`config.mk`:
```
export PLATFORM = sky130hd
export DESIGN_NAME = disp_seq_ctrl_flat
export DESIGN_NICKNAME = d
export VERILOG_FILES = /design/src/rtl/disp_seq_ctrl_if.sv /design/src/rtl/disp_seq_ctrl.sv /design/src/flat_wrapper.sv
export SDC_FILE = /design/constraint.sdc
export NUM_CORES = 1
export LEC_CHECK = 0
export BUFFER_PORTS_ARGS = -buffer_cell sky130_fd_sc_hd__buf_2
export CELL_PAD_IN_SITES_DETAIL_PLACEMENT = 0
export CELL_PAD_IN_SITES_GLOBAL_PLACEMENT = 1
export CORE_UTILIZATION = 45
export CTS_CLUSTER_DIAMETER = 50
export DETAILED_ROUTE_END_ITERATION = 10
export PLACE_DENSITY_LB_ADDON = 0.1
export SYNTH_ARGS = -nofsm -noshare
export SYNTH_HDL_FRONTEND = slang
export SYNTH_SLANG_ARGS = --single-unit
```
`constraint.sdc`:
```
create_clock -name clk1 -period 2.6 [get_ports clk1]
set_clock_uncertainty 0.2 [all_clocks]
set_input_delay 0.13 -clock clk1 [delete_from_list [all_inputs] [get_ports clk1]]
set_output_delay 0.13 -clock clk1 [all_outputs]
set_load 0.005 [all_outputs]
```
`src/rtl/disp_seq_ctrl_if.sv`:
```
// Key and status bundle between the push-button side and the picture-pipeline sequencer.
// The sequencer takes the slave view; the button/display side takes the master view.
interface disp_seq_ctrl_if;
    logic [3:0] keyin;
    logic [9:0] data_cnt;
    logic       wrap;
    logic [1:0] pic_mode;
    logic       mode_chg;
    logic       running;
    logic       auto_en;

    modport master (
        output keyin,
        input  data_cnt, wrap, pic_mode, mode_chg, running, auto_en
    );

    modport slave (
        input  keyin,
        output data_cnt, wrap, pic_mode, mode_chg, running, auto_en
    );
endinterface

```
`src/rtl/disp_seq_ctrl.sv`:
```
// Run/pause/single-step control of the vga_pic data_cnt timebase, plus manual or
// dwell-timed automatic rotation of the picture mode. Everything is clocked by clk1.
module disp_seq_ctrl #(
    parameter int CNT_MAX   = 999,
    parameter int NUM_MODES = 4,
    parameter int DWELL     = 10
) (
    input  logic           clk1,
    input  logic           rstn,
    disp_seq_ctrl_if.slave bus
);
    localparam logic [9:0] CNT_LAST   = 10'(CNT_MAX);
    localparam logic [9:0] DWELL_LAST = 10'(DWELL - 1);
    localparam logic [1:0] MODE_LAST  = 2'(NUM_MODES - 1);

    typedef enum logic {S_RUN, S_PAUSE} run_state_e;

    run_state_e state_q;
    logic [3:0] sync1_q, sync2_q, prev_q, press;
    logic [9:0] cnt_q, cnt_d, dwell_q, dwell_d;
    logic [1:0] mode_q, mode_d;
    logic       wrap_q, wrap_d, mode_chg_q, running_q, auto_q;
    logic       run_next, step, cnt_inc, dwell_en, dwell_exp, mode_adv;

    assign press     = prev_q & ~sync2_q;
    // The counter follows the state being entered, so a pause edge never increments.
    assign run_next  = (state_q == S_RUN) ^ press[0];
    assign step      = (state_q == S_PAUSE) & press[1] & ~press[0];
    assign cnt_inc   = run_next | step;
    assign dwell_en  = auto_q & (state_q == S_RUN);
    assign dwell_exp = dwell_en & (dwell_q >= DWELL_LAST);
    // A coincident auto/manual toggle suppresses the expiry advance.
    assign mode_adv  = press[2] | (dwell_exp & ~press[3]);

    always_comb begin
        cnt_d  = cnt_q;
        wrap_d = 1'b0;
        if (cnt_inc) begin
            if (cnt_q >= CNT_LAST) begin
                cnt_d  = '0;
                wrap_d = 1'b1;
            end else begin
                cnt_d = cnt_q + 10'd1;
            end
        end

        dwell_d = dwell_q;
        if (press[2] | press[3] | dwell_exp) begin
            dwell_d = '0;
        end else if (dwell_en) begin
            dwell_d = dwell_q + 10'd1;
        end

        mode_d = mode_q;
        if (mode_adv) begin
            mode_d = (mode_q >= MODE_LAST) ? 2'd0 : mode_q + 2'd1;
        end
    end

    always_ff @(posedge clk1 or negedge rstn) begin
        if (!rstn) begin
            sync1_q    <= '1;
            sync2_q    <= '1;
            prev_q     <= '1;
            state_q    <= S_RUN;
            running_q  <= 1'b1;
            auto_q     <= 1'b0;
            cnt_q      <= '0;
            wrap_q     <= 1'b0;
            dwell_q    <= '0;
            mode_q     <= '0;
            mode_chg_q <= 1'b0;
        end else begin
            sync1_q <= bus.keyin;
            sync2_q <= sync1_q;
            prev_q  <= sync2_q;
            if (press[0]) begin
                state_q <= (state_q == S_RUN) ? S_PAUSE : S_RUN;
            end
            running_q  <= run_next;
            auto_q     <= auto_q ^ press[3];
            cnt_q      <= cnt_d;
            wrap_q     <= wrap_d;
            dwell_q    <= dwell_d;
            mode_q     <= mode_d;
            mode_chg_q <= (mode_d != mode_q);
        end
    end

    assign bus.data_cnt = cnt_q;
    assign bus.wrap     = wrap_q;
    assign bus.pic_mode = mode_q;
    assign bus.mode_chg = mode_chg_q;
    assign bus.running  = running_q;
    assign bus.auto_en  = auto_q;
endmodule

```
`src/flat_wrapper.sv`:
```
// flat-port wrapper written by rule: the top's interface ports become plain ports
module disp_seq_ctrl_flat 
#(
    parameter int CNT_MAX   = 999,
    parameter int NUM_MODES = 4,
    parameter int DWELL     = 10
)
  (clk1, rstn, bus_keyin, bus_data_cnt, bus_wrap, bus_pic_mode, bus_mode_chg, bus_running, bus_auto_en);
  disp_seq_ctrl_if bus_i ();
  input  logic clk1;
  input  logic rstn;
  input wire logic [$bits(bus_i.keyin)-1:0] bus_keyin;
  output wire logic [$bits(bus_i.data_cnt)-1:0] bus_data_cnt;
  output wire logic [$bits(bus_i.wrap)-1:0] bus_wrap;
  output wire logic [$bits(bus_i.pic_mode)-1:0] bus_pic_mode;
  output wire logic [$bits(bus_i.mode_chg)-1:0] bus_mode_chg;
  output wire logic [$bits(bus_i.running)-1:0] bus_running;
  output wire logic [$bits(bus_i.auto_en)-1:0] bus_auto_en;
  assign bus_i.keyin = bus_keyin;
  assign bus_data_cnt = bus_i.data_cnt;
  assign bus_wrap = bus_i.wrap;
  assign bus_pic_mode = bus_i.pic_mode;
  assign bus_mode_chg = bus_i.mode_chg;
  assign bus_running = bus_i.running;
  assign bus_auto_en = bus_i.auto_en;
  disp_seq_ctrl #(.CNT_MAX(CNT_MAX), .NUM_MODES(NUM_MODES), .DWELL(DWELL)) u_core (.clk1(clk1), .rstn(rstn), .bus(bus_i));
endmodule
```
Yosys cells after proc, flatten, opt, wreduce, memory -nomap -nowiden
Index checks and enable logic that the tools add are counted.

Register bits: 39. Latch bits: 0. Bits of input ports: 6. Memory bits (read-only): 0. Memories: 0. RAM bits: 0. Output and inout bits: 16. Logic and storage cells: 43.

Divide/modulo/power cells: 0. Magnitude comparators: 3. Reduce and logical (&&, ||, !) cells: 1. $add $sub $neg: 3. Equality and inequality tests: 1. Shift-type cells: 0. Multiply operators: 0. Bitwise gates (word level): 16. Muxes and demuxes: 8.

Operators by type and width (count): two-way mux 10 bit (3); adder 10 x 1 -> 10 bit (second input constant) (2); >= comparator 10 bit (second input constant) (1); >= comparator 10 x 4 -> 1 bit (second input constant) (1); bitwise AND 1 bit (5); bitwise AND 4 bit (1); two-way mux 2 bit (2); inverter 4 bit (1); bitwise OR 1 bit (4); two-way mux 1 bit (3); inverter 1 bit (3); adder 2 x 1 -> 2 bit (second input constant) (1); >= comparator 2 bit (second input constant) (1); != test 2 bit (1); nonzero test 2 bit (1); XOR 1 bit (2).

Longest topological paths before layout
Depth in word-level cells: 7. Depth in mapped cells: 6. Mapped depth without buffers: 6.

Worst setup path after synthesis
Ideal clock, no wire load.

Path kind: register to register. Start point: register u_core.dwell_q[0]. End point: register u_core.mode_q[0], in the netlist u_core.bus.pic_mode[0]. Data required time: 2275 ps. Library setup time: 125 ps. Path buffers: 0. Period minus slack after synthesis: 2208 ps. Arrival: 1883 ps. Setup slack: 392 ps. Stages on the path, launching flop included: 6. Path through: dfrtp_1 > ha_1 > or3b_2 > a2111oi_4 > o21ai_2 > mux2_2.

Longest elaborated chain between the ends: 5.

Ends and longest elaborated chain: start: declaration (RTL line disp_seq_ctrl.sv:20) `logic [9:0] cnt_q, cnt_d, dwell_q, dwell_d;`; start signal: assignment (RTL line disp_seq_ctrl.sv:84) `dwell_q <= dwell_d;`; >= comparator 10 x 4 -> 1 bit (RTL line disp_seq_ctrl.sv:31) `assign dwell_exp = dwell_en & (dwell_q >= DWELL_LAST);`; bitwise AND 1 bit (RTL line disp_seq_ctrl.sv:31); bitwise AND 1 bit (RTL line disp_seq_ctrl.sv:33) `assign mode_adv = press[2] | (dwell_exp & ~press[3]);`; bitwise OR 1 bit (RTL line disp_seq_ctrl.sv:33); two-way mux 2 bit (RTL line disp_seq_ctrl.sv:55) `if (mode_adv) begin`; net u_core.mode_d[0] (RTL line disp_seq_ctrl.sv:21) `logic [1:0] mode_q, mode_d;`; end signal: assignment (RTL line disp_seq_ctrl.sv:85) `mode_q <= mode_d;`; end: declaration (RTL line disp_seq_ctrl.sv:21).

The timed path passes the listed nets, and every way through them passes these cells. A chain may end at the register's enable or synchronous reset.

Worst setup path after layout
Start point: register u_core.dwell_q[0]. End point: register u_core.dwell_q[0].

Longest elaborated chain between the ends: 4. Elaborated cells between the ends (all ways): 7. Those cells by class: add/sub (1); order compare (1); mux (2); bitwise (2); reduce/logical (1).

Ends and longest elaborated chain: >= comparator 10 x 4 -> 1 bit (RTL line disp_seq_ctrl.sv:31); bitwise AND 1 bit (RTL line disp_seq_ctrl.sv:31); bitwise OR 1 bit (RTL line disp_seq_ctrl.sv:48) `if (press[2] | press[3] | dwell_exp) begin`; two-way mux 10 bit or nonzero test 2 bit (tied branches).

Parallel ways exist; a longest one is shown, timed or not. The select of a mux whose other input is x is not followed.

==> impl_results.rst <==
.. list-table::
   :header-rows: 1

   * - Metric
     - Value
   * - Status
     - finished, final reports clean
   * - Leading post-synthesis cells by cell area
     - dfrtp_1 (38%), dfstp_2 (20%), ha_1 (3.6%)
   * - Crit. End Element
     - register
   * - Critical path buffers and inverters
     - 1
   * - Relative area change from synthesis to final layout
     - 19.13%
   * - Worst reg2reg path startpoint
     - u_core.dwell_q[0]$_DFFE_PN0P_
   * - Placement Setup Slack
     - 0.2274 ns
   * - Cell type with the highest aggregate area in the netlist
     - dfrtp_1
   * - Type of the worst setup path
     - reg2reg
   * - Worst Hold Path EP
     - u_core.sync2_q[3]$_DFF_PN1_
   * - Number of warning messages in the yosys log
     - 0
   * - Minimum setup slack in the final design
     - 0.2248 ns
   * - Start point of the worst hold path
     - u_core.sync1_q[3]$_DFF_PN1_
   * - Wire length per cell
     - 14.54 um
   * - Net Count, Synth
     - 161
   * - Peak ir drop on the vdd network
     - 0.0005332 V
   * - Critical path's top delay family
     - compound AO/OA/AOI/OAI gates
   * - Proportion of netlist area held by the largest area contributor
     - 0.3768
   * - Clock tree from TritonCTS
     - yes
   * - Chip height
     - 63.95 um
   * - Post-Synthesis Cell Area
     - 0.001727 mm^2
   * - Post-synthesis cell count
     - 150
   * - DRC viols
     - 0
   * - Worst path slowest cell
     - or3b_2
   * - Maximum number of pins on one net before global-route repair
     - 40
   * - Clock latency on the worst-skew pair
     - 0.29 ns
   * - Initial standard-cell utilization of the core
     - 0.4716
   * - Transition time of the tightest slew-check pin
     - 0.8364 ns
   * - Setup repair after global routing missed its margin
     - no
   * - Std-Cell Core Area
     - 0.003661 mm^2
   * - Chip Width
     - 63.95 um
   * - Post-Layout Cell Count
     - 231
   * - Final wirelength
     - 3.358 mm
   * - Largest fanout on the critical path
     - 10
   * - Slew headroom
     - 0.4424
   * - Cell area after placement
     - 0.001892 mm^2
   * - Ports
     - 22
   * - Number of global-route vias before repair
     - 1179
   * - Drt first-iter violations
     - 47
   * - FF-to-FF path depth
     - 6
   * - Core Rows
     - 22
   * - Antenna cells
     - 0
   * - Final Hold Violating Endpoints
     - 0
   * - Met3 usage
     - 0.03750
   * - R2r endpoint
     - u_core.dwell_q[0]$_DFFE_PN0P_
   * - Final cell area excluding filler cells
     - 0.002057 mm^2
   * - FMAX
     - 421.0 MHz
   * - Flip-flop cell with the highest count after synthesis
     - dfrtp_1
   * - Detailed placer's ending HPWL
     - 2.315 mm
   * - Critical Path Source
     - u_core.dwell_q[0]$_DFFE_PN0P_
   * - Worst reg-to-reg setup slack
     - 0.22 ns
   * - Syn avg cell area
     - 11.51 um^2
   * - Critical-path cell list
     - inv_1 -> ha_1 -> or3b_2 -> a2111oi_4 -> o211ai_2 -> o31ai_2
   * - Initial antenna violation count
     - 0
   * - Total global-route track usage
     - 0.1801
   * - Final-layout setup total negative slack
     - 0 ns
   * - Delay of the slowest cell on the worst path
     - 0.47 ns
   * - Initial DRT Pass Iterations
     - 4
   * - Layout cells sized above 1
     - 0.2896
   * - Synth Register Bits
     - 39
   * - Grt met2 use
     - 0.3085
   * - Placed Cells
     - 218
   * - Fraction of registers with async set or reset after synthesis
     - 1.000
   * - IO buf count
     - 21
   * - CP startpoint kind
     - register
   * - Seq/Total Area, Yosys
     - 0.5746
   * - Share of the clock period used by the worst path after layout
     - 0.9135
   * - Busiest grt layer
     - met2
   * - Routed vias/inst
     - 5.537
   * - Hold Path Class
     - reg2reg
   * - Final setup violation count
     - 0
   * - Number of setup buffers added after CTS
     - 0
   * - Total number of nets in the final design
     - 193
   * - Time the final worst path needs with I/O delays and setup
     - 2.375 ns
   * - Most instantiated library cell after synthesis
     - dfrtp_1
   * - Worst endpoint required time
     - 2.60 ns
   * - Maximum count of clock buffers along a single path
     - 2
   * - Final-layout fill cell count
     - 335
   * - Routing usage on met1
     - 0.2252
   * - Power density normalized to cell area
     - 902.7 mW/mm^2
   * - Hold Path Stages
     - 0
   * - Leakage
     - 0.0009098 uW
   * - Total number of H-tree levels
     - 2
   * - Number of vias after detailed routing
     - 1279
   * - Cell at the root of the clock tree
     - clkbuf_8
   * - # Max-Cap Violations
     - 0
   * - Antenna-violating nets left
     - 0
   * - Final weighted congestion of routability-driven global placement
     - 0.8088
   * - Clk sink count
     - 39
   * - Post-synth EDFFs
     - 0
   * - Max-slew violation count
     - 0
   * - Reg clk slew, reported paths
     - 0.08 ns
   * - Distinct cells, synth
     - 36
   * - Arrival @ worst endpoint
     - 2.37 ns
   * - CTS buffer count
     - 5
   * - Die area
     - 0.004089 mm^2
   * - Total global routing overflow
     - 0
   * - Global-route wire length before repair
     - 5.540 mm
   * - Commonest cells in the synthesized netlist
     - dfrtp_1 (26), nor2_1 (15), dfstp_2 (13)
-- worst max-delay path by stage --
stage	endpoint	slack, ns	cells after the start
finish	u_core.dwell_q[0]$_DFFE_PN0P_	0.22	6
global route	u_core.dwell_q[0]$_DFFE_PN0P_	0.05	6
CTS	u_core.dwell_q[0]$_DFFE_PN0P_	0.20	6
detailed placement	u_core.dwell_q[0]$_DFFE_PN0P_	0.23	6
global placement	u_core.dwell_q[0]$_DFFE_PN0P_	0.31	5
floorplan	u_core.bus.pic_mode[0]$_DFF_PN0_	0.39	5
-- layout make-up --
| cell class | instances | area, um^2 | share of cell area |
|---|---|---|---|
| Clock buffer | 5 | 68.82 | 0.03346 |
| Clock inverter | 3 | 46.29 | 0.02251 |
| Inverter | 4 | 15.01 | 0.007299 |
| Multi-Input combinational cell | 105 | 711.9 | 0.3461 |
| Sequential cell | 39 | 992.2 | 0.4824 |
| Tap cell | 48 | 60.06 | 0.02920 |
| Timing Repair Buffer | 27 | 162.7 | 0.07908 |
-- sequential cells by signal, summed over array words and instances, names as in the netlist --
| register | cells |
|---|---|
| u_core.sync1_q | 4 |
| u_core.state_q | 1 |
| u_core.bus.data_cnt | 10 |
| u_core.bus.mode_chg | 1 |
| u_core.bus.pic_mode | 2 |
| u_core.sync2_q | 4 |
| u_core.prev_q | 4 |
| u_core.bus.auto_en | 1 |
| u_core.bus.wrap | 1 |
| u_core.dwell_q | 10 |
| u_core.bus.running | 1 |
-- layout by cell type (no fill, tap or decap), drive strengths merged, types with 2 or more instances in the layout --
master,count
o211ai,3
a41oi,3
a22o,3
nand4,3
nand3,8
a21oi,4
o21ai,5
a31oi,7
nor2,15
ha,5
nor3b,2
and3,6
xnor2,3
nand2b,5
buf,22
nand2,11
mux2,3
dfstp,13
and4,2
nor3,2
inv,5
dfrtp,26
clkbuf,5
dlygate4sd3,5
a221o,2
xor2,2
nor2b,2
-- metal layers --
layer	routed length (um)	up-vias
li1	-	615
met4	39	0
met3	97	4
met1	1447	638
met5	0	-
met2	1773	22
-- power by group --
| part | switching (uW) | leakage, uW | internal [uW] | total (uW) |
|---|---|---|---|---|
| Sequential | 155 | 0.000470 | 722 | 877 |
| Clock | 218 | 0.0000548 | 289 | 507 |
| Combinational | 234 | 0.000385 | 239 | 473 |
-- cells by family (layout without fill, tap and decap cells) --
logic type                 after synthesis  count (layout)  share of synthesized area
and+or+nand+nor                         60              60                     0.1812
buffers and inverters                    6              39                    0.01304
AOI/OAI and AO/OA                       32              32                     0.1500
DFF                                     39              39                     0.5746
muxes                                    3               3                    0.01956
adders and majority gates                5               5                    0.03623
xor gates and xnor gates                 5               5                    0.02537
-- worst register-to-register path: stages (launching register included) --
cell,delay (ns)
dfrtp_1,0.46
inv_1,0.09
ha_1,0.14
or3b_2,0.47
a2111oi_4,0.42
o211ai_2,0.27
o31ai_2,0.24
-- stage by stage --
step	total power [uW]	hold WS, ns	util
after CTS	1879	0.1604	0.5619
after global routing	1995	0.1635	0.5619
after detailed placement	1355	0.03648	0.5167
after global placement	1329	0.03608	0.5167
after floorplan	1168	-0.3656	-
final	1857	0.1583	0.5619
-- what timing repair did --
item / in CTS / in global routing
endpoints found under the setup margin: 0 / 0
gates resized for setup: 0 / 0
hold buffers: 5 / 0
hold endpoints to repair: 30 / 0
Note: power is estimated with default switching activity, not from simulation.
